$ cat src/rtl/display_refresh_ctrl_pkg.sv
// rtl/display_refresh_ctrl_pkg.sv - shared encodings and digit-mask helpers for the refresh sequencer
package display_refresh_ctrl_pkg;

  localparam logic [1:0] MODE_RUN   = 2'd0;
  localparam logic [1:0] MODE_SET_H = 2'd1;
  localparam logic [1:0] MODE_SET_M = 2'd2;
  localparam logic [1:0] MODE_SET_S = 2'd3;

  localparam logic [5:0] DIGITS_ALL_ON = 6'h3F;

  typedef enum logic [1:0] {
    ST_IDLE      = 2'd0,
    ST_START     = 2'd1,
    ST_WAIT_ACK  = 2'd2,
    ST_WAIT_DONE = 2'd3
  } state_e;

  // The digit pair under edit follows the blink phase; all others stay lit.
  function automatic logic [5:0] digit_mask(input logic [1:0] mode, input logic phase);
    logic [5:0] m;
    m = DIGITS_ALL_ON;
    case (mode)
      MODE_SET_H: m[5:4] = {2{phase}};
      MODE_SET_M: m[3:2] = {2{phase}};
      MODE_SET_S: m[1:0] = {2{phase}};
      default:    m      = DIGITS_ALL_ON;
    endcase
    return m;
  endfunction

  // Colon pulses with the blink phase while running, solid while editing.
  function automatic logic colon_drive(input logic [1:0] mode, input logic phase);
    return (mode == MODE_RUN) ? phase : 1'b1;
  endfunction

endpackage

$ cat src/rtl/display_refresh_ctrl_if.sv
// rtl/display_refresh_ctrl_if.sv - request/handshake and frame-output bundle of the refresh sequencer
interface display_refresh_ctrl_if;

  logic       i_update_stb;
  logic [1:0] i_set_mode;
  logic       i_display_en;
  logic       i_busy;
  logic       o_start_stb;
  logic       o_display_en;
  logic [5:0] o_digit_en;
  logic       o_colon_dp;
  logic       o_fault;

  // Sequencer side: consumes requests and busy, drives the frame.
  modport master (
    input  i_update_stb, i_set_mode, i_display_en, i_busy,
    output o_start_stb, o_display_en, o_digit_en, o_colon_dp, o_fault
  );

  // Environment side: clock core, button FSM and output path.
  modport slave (
    output i_update_stb, i_set_mode, i_display_en, i_busy,
    input  o_start_stb, o_display_en, o_digit_en, o_colon_dp, o_fault
  );

endinterface

$ cat src/rtl/sysclk_divider.sv
// rtl/sysclk_divider.sv - free-running divider emitting a one-cycle overflow pulse per output period
module sysclk_divider #(
  parameter int SYS_CLK_HZ = 50_000_000,
  parameter int OUT_CLK_HZ = 100
) (
  input  logic i_clk,
  input  logic i_reset_n,
  output logic o_clk_overflow
);

  localparam int RATIO_RAW = SYS_CLK_HZ / OUT_CLK_HZ;
  localparam int RATIO     = (RATIO_RAW < 1) ? 1 : RATIO_RAW;
  localparam int CW        = (RATIO > 1) ? $clog2(RATIO) : 1;
  localparam logic [CW-1:0] CNT_LAST = CW'(RATIO - 1);

  logic [CW-1:0] cnt_q, cnt_d;

  // Wrap at the last count so the pulse period is exactly RATIO cycles.
  always_comb begin
    cnt_d = (cnt_q == CNT_LAST) ? '0 : cnt_q + 1'b1;
  end

  // Counter register.
  always_ff @(posedge i_clk or negedge i_reset_n) begin
    if (!i_reset_n) cnt_q <= '0;
    else            cnt_q <= cnt_d;
  end

  assign o_clk_overflow = (cnt_q == CNT_LAST);

endmodule

$ cat src/rtl/display_refresh_ctrl.sv
// rtl/display_refresh_ctrl.sv - frame sequencer for the serial 7-segment output path
module display_refresh_ctrl
  import display_refresh_ctrl_pkg::*;
#(
  parameter int SYS_CLK_HZ   = 50_000_000,
  parameter int REFRESH_HZ   = 100,
  parameter int BLINK_HZ     = 2,
  parameter int BUSY_TIMEOUT = 16
) (
  input  logic                    i_clk,
  input  logic                    i_reset_n,
  display_refresh_ctrl_if.master  bus
);

  localparam int TW = (BUSY_TIMEOUT > 1) ? $clog2(BUSY_TIMEOUT + 1) : 1;
  localparam logic [TW-1:0] TMR_LAST = TW'(BUSY_TIMEOUT - 1);

  logic          refresh_tick, blink_tick;
  state_e        state_q, state_d;
  logic [TW-1:0] tmr_q, tmr_d;
  logic          pending_q, pending_d;
  logic          blink_phase_q;
  logic [1:0]    mode_prev_q;
  logic          en_prev_q;
  logic          go, timeout, start_stb, req;
  logic          disp_en_q, colon_q, fault_q;
  logic [5:0]    digit_en_q;

  sysclk_divider #(.SYS_CLK_HZ(SYS_CLK_HZ), .OUT_CLK_HZ(REFRESH_HZ)) u_refresh_div (
    .i_clk(i_clk), .i_reset_n(i_reset_n), .o_clk_overflow(refresh_tick)
  );

  sysclk_divider #(.SYS_CLK_HZ(SYS_CLK_HZ), .OUT_CLK_HZ(2 * BLINK_HZ)) u_blink_div (
    .i_clk(i_clk), .i_reset_n(i_reset_n), .o_clk_overflow(blink_tick)
  );

  // Any reason to resend; mode/enable changes compare against last cycle's copy.
  assign req = bus.i_update_stb | refresh_tick | blink_tick
             | (bus.i_set_mode != mode_prev_q) | (bus.i_display_en != en_prev_q);

  // Next-state logic: start handshake, busy acknowledge with timeout, busy completion.
  always_comb begin
    state_d   = state_q;
    tmr_d     = tmr_q;
    go        = 1'b0;
    timeout   = 1'b0;
    start_stb = 1'b0;
    case (state_q)
      ST_IDLE: begin
        if (pending_q && !bus.i_busy) begin
          go      = 1'b1;
          state_d = ST_START;
        end
      end
      ST_START: begin
        start_stb = 1'b1;
        tmr_d     = '0;
        state_d   = ST_WAIT_ACK;
      end
      ST_WAIT_ACK: begin
        if (bus.i_busy) begin
          state_d = ST_WAIT_DONE;
        end else if (tmr_q == TMR_LAST) begin
          timeout = 1'b1;
          state_d = ST_IDLE;
        end else begin
          tmr_d = tmr_q + 1'b1;
        end
      end
      ST_WAIT_DONE: begin
        if (!bus.i_busy) state_d = ST_IDLE;
      end
      default: state_d = ST_IDLE;
    endcase
  end

  // A new request always wins over the clear that accompanies a frame launch.
  always_comb begin
    pending_d = pending_q;
    if (req || timeout) pending_d = 1'b1;
    else if (go)        pending_d = 1'b0;
  end

  // FSM, timer, request tracking and blink phase registers.
  always_ff @(posedge i_clk or negedge i_reset_n) begin
    if (!i_reset_n) begin
      state_q       <= ST_IDLE;
      tmr_q         <= '0;
      pending_q     <= 1'b1;
      blink_phase_q <= 1'b0;
      mode_prev_q   <= MODE_RUN;
      en_prev_q     <= 1'b0;
      fault_q       <= 1'b0;
    end else begin
      state_q     <= state_d;
      tmr_q       <= tmr_d;
      pending_q   <= pending_d;
      mode_prev_q <= bus.i_set_mode;
      en_prev_q   <= bus.i_display_en;
      if (blink_tick) blink_phase_q <= ~blink_phase_q;
      if (timeout)    fault_q       <= 1'b1;
    end
  end

  // Frame contents are captured only on launch so a frame in flight is never torn.
  always_ff @(posedge i_clk or negedge i_reset_n) begin
    if (!i_reset_n) begin
      disp_en_q  <= 1'b0;
      digit_en_q <= DIGITS_ALL_ON;
      colon_q    <= 1'b0;
    end else if (go) begin
      disp_en_q  <= bus.i_display_en;
      digit_en_q <= digit_mask(bus.i_set_mode, blink_phase_q);
      colon_q    <= colon_drive(bus.i_set_mode, blink_phase_q);
    end
  end

  assign bus.o_start_stb  = start_stb;
  assign bus.o_display_en = disp_en_q;
  assign bus.o_digit_en   = digit_en_q;
  assign bus.o_colon_dp   = colon_q;
  assign bus.o_fault      = fault_q;

endmodule
$ cat src/flat_wrapper.sv
// flat-port wrapper written by rule: the top's interface ports become plain ports
module display_refresh_ctrl_flat import display_refresh_ctrl_pkg::*;
#(
  parameter int SYS_CLK_HZ   = 50_000_000,
  parameter int REFRESH_HZ   = 100,
  parameter int BLINK_HZ     = 2,
  parameter int BUSY_TIMEOUT = 16
)
  (i_clk, i_reset_n, bus_i_update_stb, bus_i_set_mode, bus_i_display_en, bus_i_busy, bus_o_start_stb, bus_o_display_en, bus_o_digit_en, bus_o_colon_dp, bus_o_fault);
  display_refresh_ctrl_if bus_i ();
  input  logic i_clk;
  input  logic i_reset_n;
  input wire logic [$bits(bus_i.i_update_stb)-1:0] bus_i_update_stb;
  input wire logic [$bits(bus_i.i_set_mode)-1:0] bus_i_set_mode;
  input wire logic [$bits(bus_i.i_display_en)-1:0] bus_i_display_en;
  input wire logic [$bits(bus_i.i_busy)-1:0] bus_i_busy;
  output wire logic [$bits(bus_i.o_start_stb)-1:0] bus_o_start_stb;
  output wire logic [$bits(bus_i.o_display_en)-1:0] bus_o_display_en;
  output wire logic [$bits(bus_i.o_digit_en)-1:0] bus_o_digit_en;
  output wire logic [$bits(bus_i.o_colon_dp)-1:0] bus_o_colon_dp;
  output wire logic [$bits(bus_i.o_fault)-1:0] bus_o_fault;
  assign bus_i.i_update_stb = bus_i_update_stb;
  assign bus_i.i_set_mode = bus_i_set_mode;
  assign bus_i.i_display_en = bus_i_display_en;
  assign bus_i.i_busy = bus_i_busy;
  assign bus_o_start_stb = bus_i.o_start_stb;
  assign bus_o_display_en = bus_i.o_display_en;
  assign bus_o_digit_en = bus_i.o_digit_en;
  assign bus_o_colon_dp = bus_i.o_colon_dp;
  assign bus_o_fault = bus_i.o_fault;
  display_refresh_ctrl #(.SYS_CLK_HZ(SYS_CLK_HZ), .REFRESH_HZ(REFRESH_HZ), .BLINK_HZ(BLINK_HZ), .BUSY_TIMEOUT(BUSY_TIMEOUT)) u_core (.i_clk(i_clk), .i_reset_n(i_reset_n), .bus(bus_i));
endmodule
$ cat config.mk
export PLATFORM = sky130hd
export DESIGN_NAME = display_refresh_ctrl_flat
export DESIGN_NICKNAME = d
export VERILOG_FILES = /design/src/rtl/display_refresh_ctrl_pkg.sv /design/src/rtl/display_refresh_ctrl_if.sv /design/src/rtl/sysclk_divider.sv /design/src/rtl/display_refresh_ctrl.sv /design/src/flat_wrapper.sv
export SDC_FILE = /design/constraint.sdc
export NUM_CORES = 1
export LEC_CHECK = 0
export CAP_MARGIN = 20
export CORE_MARGIN = 8
export CORE_UTILIZATION = 55
export CTS_CLUSTER_DIAMETER = 40
export CTS_CLUSTER_SIZE = 20
export DETAILED_ROUTE_END_ITERATION = 6
export GPL_TIMING_DRIVEN = 0
export PLACE_DENSITY = 0.85
export SLEW_MARGIN = 15
export SYNTH_ARGS = -nofsm -noshare
export SYNTH_HDL_FRONTEND = slang
export SYNTH_SLANG_ARGS = --single-unit
$ cat constraint.sdc
create_clock -name i_clk -period 2.9 [get_ports i_clk]
set_input_delay 0.58 -clock i_clk [delete_from_list [all_inputs] [get_ports i_clk]]
set_output_delay 0.58 -clock i_clk [all_outputs]
set_load 0.05 [all_outputs]
==> out/results.ini <==
[worst_setup_path]
path_cells = clkbuf_1 > nor2b_1 > clkdlybuf4s50_1
worst-path-buf-inv = 2
crit_path_start_kind = flip-flop
critical-path-top-delay-family = buffers and inverters
crit_arrival_ns = 1.97
reg2reg_to = u_core.u_blink_div.cnt_q[12]
cp.required_ns = 2.32
regToRegStartpoint = u_core.u_blink_div.cnt_q[0]
cp_max_fo = 8
r2r_slack_ns = 0.87
cp.depth = 3
ff2ff_path_depth = 5
crit_end = bus_o_start_stb
crit_path_end_kind = output port
worstSetupPathType = reg -> out
critPathLaunch = u_core.state_q[0]
slowest_delay_ns = 0.83
cpMaxStageDelayCell = clkdlybuf4s50_1

[cts]
clock_latency_ns = 0.33
clkSinkCount = 61
ctsResizeCount = 0
ctsRootBufferMaster = clkbuf_8
numCtsBuffers = 9
h-tree-depth = 3
cts_buffer_depth = 2
ctsHoldBuffers = 0
path_clk_slew_ns = 0.06
cts_tree = yes
postCtsSetupRepairBufs = 0

[synth]
seq_area_frac_synth_pct = 52.8
ys_types = 39
synthTopCellsByArea = dfrtp_1 49%, xor2_1 6.6%, nor2_1 4.9%
yosysTopAreaCell = dfrtp_1
synth_cells = 278
synth_area_per_cell_um2 = 10.4
synthFlopType = dfrtp_1
synth_edf_count = 0
synth_most_common_cell = dfrtp_1
synth.cell_area_um2 = 2900
ys_async_sr_fraction_pct = 100
ys_ff_latch = 61
syn-num-nets = 289
synth_top_area_share_pct = 49.2
ys_warn_count = 0
synthTopCellsByCount = 57 x dfrtp_1, 38 x nor2_1, 22 x xor2_1, 20 x nand2_1

[detailed_routing]
drtPass1Iterations = 4
num_vias = 2030
drtIter0Drc = 71
drc_errors = 0
viasPerCell = 5.36
ant_nets = 0
drt-wirelength-per-cell_um = 13.8
drt-total-wl_um = 5250

[power_and_ir_drop]
power_leakage_nw = 1.49
comb_power_share_pct = 23.9
ir_drop_v = 0.000342
p_int_mw = 1.48
power.switching_uw = 693
seqPwrFrac_pct = 45.0
pwr-share-clk_pct = 31.0
power_mw = 2.18
powerDensity_nw_per_um2 = 655
switching_share_pct = 31.8

[grt]
grt_pass1_wl_um = 9250
grt_max_degree = 62
grt_usage_pct = 15.2
gr-total-overflow = 0
grt_pass1_vias = 2024
antenna_found_initial = 0

[timing]
max_clock_freq_ghz = 0.392
relSlewSlack_pct = 50.2
period_minus_slack_ns = 2.55
final_max_slew_viol_count = 0
fin_skew_ns = 0.00568
hold_viol = 0
fin_crit_sh_pct = 87.9
rsz0062_at_grt = no
worst_pin_slew_ns = 0.747
final-setup-viol-count = 0

[die]
rows = 26
core_area_um2 = 5110
initial_core_util_pct = 56.8
fp.dieArea_um2 = 7860
ioPinCount = 17
fp.dieW_um = 88.6
die_y_um = 88.6

[placed_design]
dp_cells = 364
gp_congestion = 0.804
io_buffers = 16
hpwl_um = 3650
placedInstanceArea_um2 = 3150

[layout]
area_growth_syn_to_layout_pct = 14.6
instances_no_fill = 379
nets = 316
n_antenna_cell = 0
design_area_um2 = 3320
drive_above_1_share_pct = 11.0

[run_status]
status = complete, no violations

[min_path]
hold_class = in -> async

[job]
maxCapViolCount = 0

==> placed cells by master, fill, tap and decap left out, drive strengths merged, types with 9 or more instances in the layout <==
cell type / count
nor4: 9
xnor2: 16
nand3: 17
nor2: 39
dfrtp: 57
clkdlybuf4s50: 15
a21oi: 9
clkbuf: 16
nand4: 13
o21ai: 14
xor2: 22
nand2: 20
==> power groups by stage <==
stage / registers (mW) / logic, mW / clock network [mW]
finish: 0.980 / 0.521 / 0.675
global placement: 0.992 / 0.510 / 0
global route: 0.991 / 0.566 / 0.733
detailed placement: 0.995 / 0.526 / 0
CTS: 0.980 / 0.528 / 0.690
floorplan: 1.09 / 0.254 / 0
==> worst register-to-register path, stage by stage, from the launching register on <==
cell and delay, ns:
dfrtp_1 0.38, ha_1 0.22, nand4_1 0.33, nor4_4 0.56, buf_2 0.33, nor2_1 0.09
==> cells by family (layout without fill, tap and decap cells) <==
| family | after synthesis | after routing | synth area share [%] |
|---|---|---|---|
| flip-flops | 61 | 61 | 52.8 |
| multiplexers | 1 | 1 | 0.388 |
| XOR/XNOR | 38 | 38 | 11.5 |
| AND/OR/NAND/NOR | 132 | 132 | 26.1 |
| buffers and inverters | 14 | 45 | 2.29 |
| AO/OA/AOI/OAI | 28 | 28 | 5.26 |
| adder cells (fa/ha/maj) | 4 | 4 | 1.72 |
==> layer usage <==
layer  vias to the layer above  share of wire [%]  global-route usage, %  wire (um)
met5                         -                  0                      0          0
met4                         0               0.82                   8.45         43
met3                         4                4.3                   3.53        224
met2                        33                 48                   23.5       2490
met1                       972                 47                   19.0       2480
li1                       1021                  -                      -          -
==> sequential cells by signal (all words and copies together) (netlist names) <==
signal	cells
u_core.bus.o_colon_dp	1
u_core.pending_q	1
u_core.blink_phase_q	1
u_core.u_refresh_div.cnt_q	19
u_core.bus.o_digit_en	3
u_core.bus.o_display_en	1
u_core.u_blink_div.cnt_q	24
u_core.bus.o_fault	1
u_core.mode_prev_q	2
u_core.state_q	2
u_core.tmr_q	5
u_core.en_prev_q	1
==> stage by stage <==
| stage | hold slack, ns | setup TNS, ns | utilization [%] | setup slack, ns |
|---|---|---|---|---|
| 6_report | 0.326 | 0 | 65.1 | 0.351 |
| 5_1_grt | 0.377 | 0 | 65.1 | 0.237 |
| 4_1_cts | 0.338 | 0 | 65.1 | 0.321 |
| 3_5_place_dp | 0.471 | 0 | 61.6 | 0.686 |
| 3_3_place_gp | 0.454 | -33.38 | 61.7 | -0.588 |
| 2_1_floorplan | 0.284 | 0 | - | 1.04 |
==> how the worst min path moves through the flow <==
| stage | slack (ns) | from | cells after the start | to |
|---|---|---|---|---|
| floorplan | 0.28 | i_reset_n | 0 | u_core.blink_phase_q |
| global placement | 0.45 | u_core.bus.o_fault | 1 | u_core.bus.o_fault |
| detailed placement | 0.47 | u_core.u_refresh_div.cnt_q[17] | 1 | u_core.u_refresh_div.cnt_q[17] |
| CTS | 0.34 | i_reset_n | 1 | u_core.bus.o_fault |
| global route | 0.38 | i_reset_n | 1 | u_core.tmr_q[1] |
| finish | 0.33 | i_reset_n | 1 | u_core.tmr_q[1] |
==> final cells by class <==
type,instances,area (um2)
Fill cell,402,1780
Sequential cell,61,1530
Multi-Input combinational cell,203,1300
Clock buffer,14,173
Timing Repair Buffer,16,158
Tap cell,70,87.6
Buffer,7,40.0
Inverter,7,26.3
Clock inverter,1,5.00
Note: power is estimated with default switching activity, not from simulation.
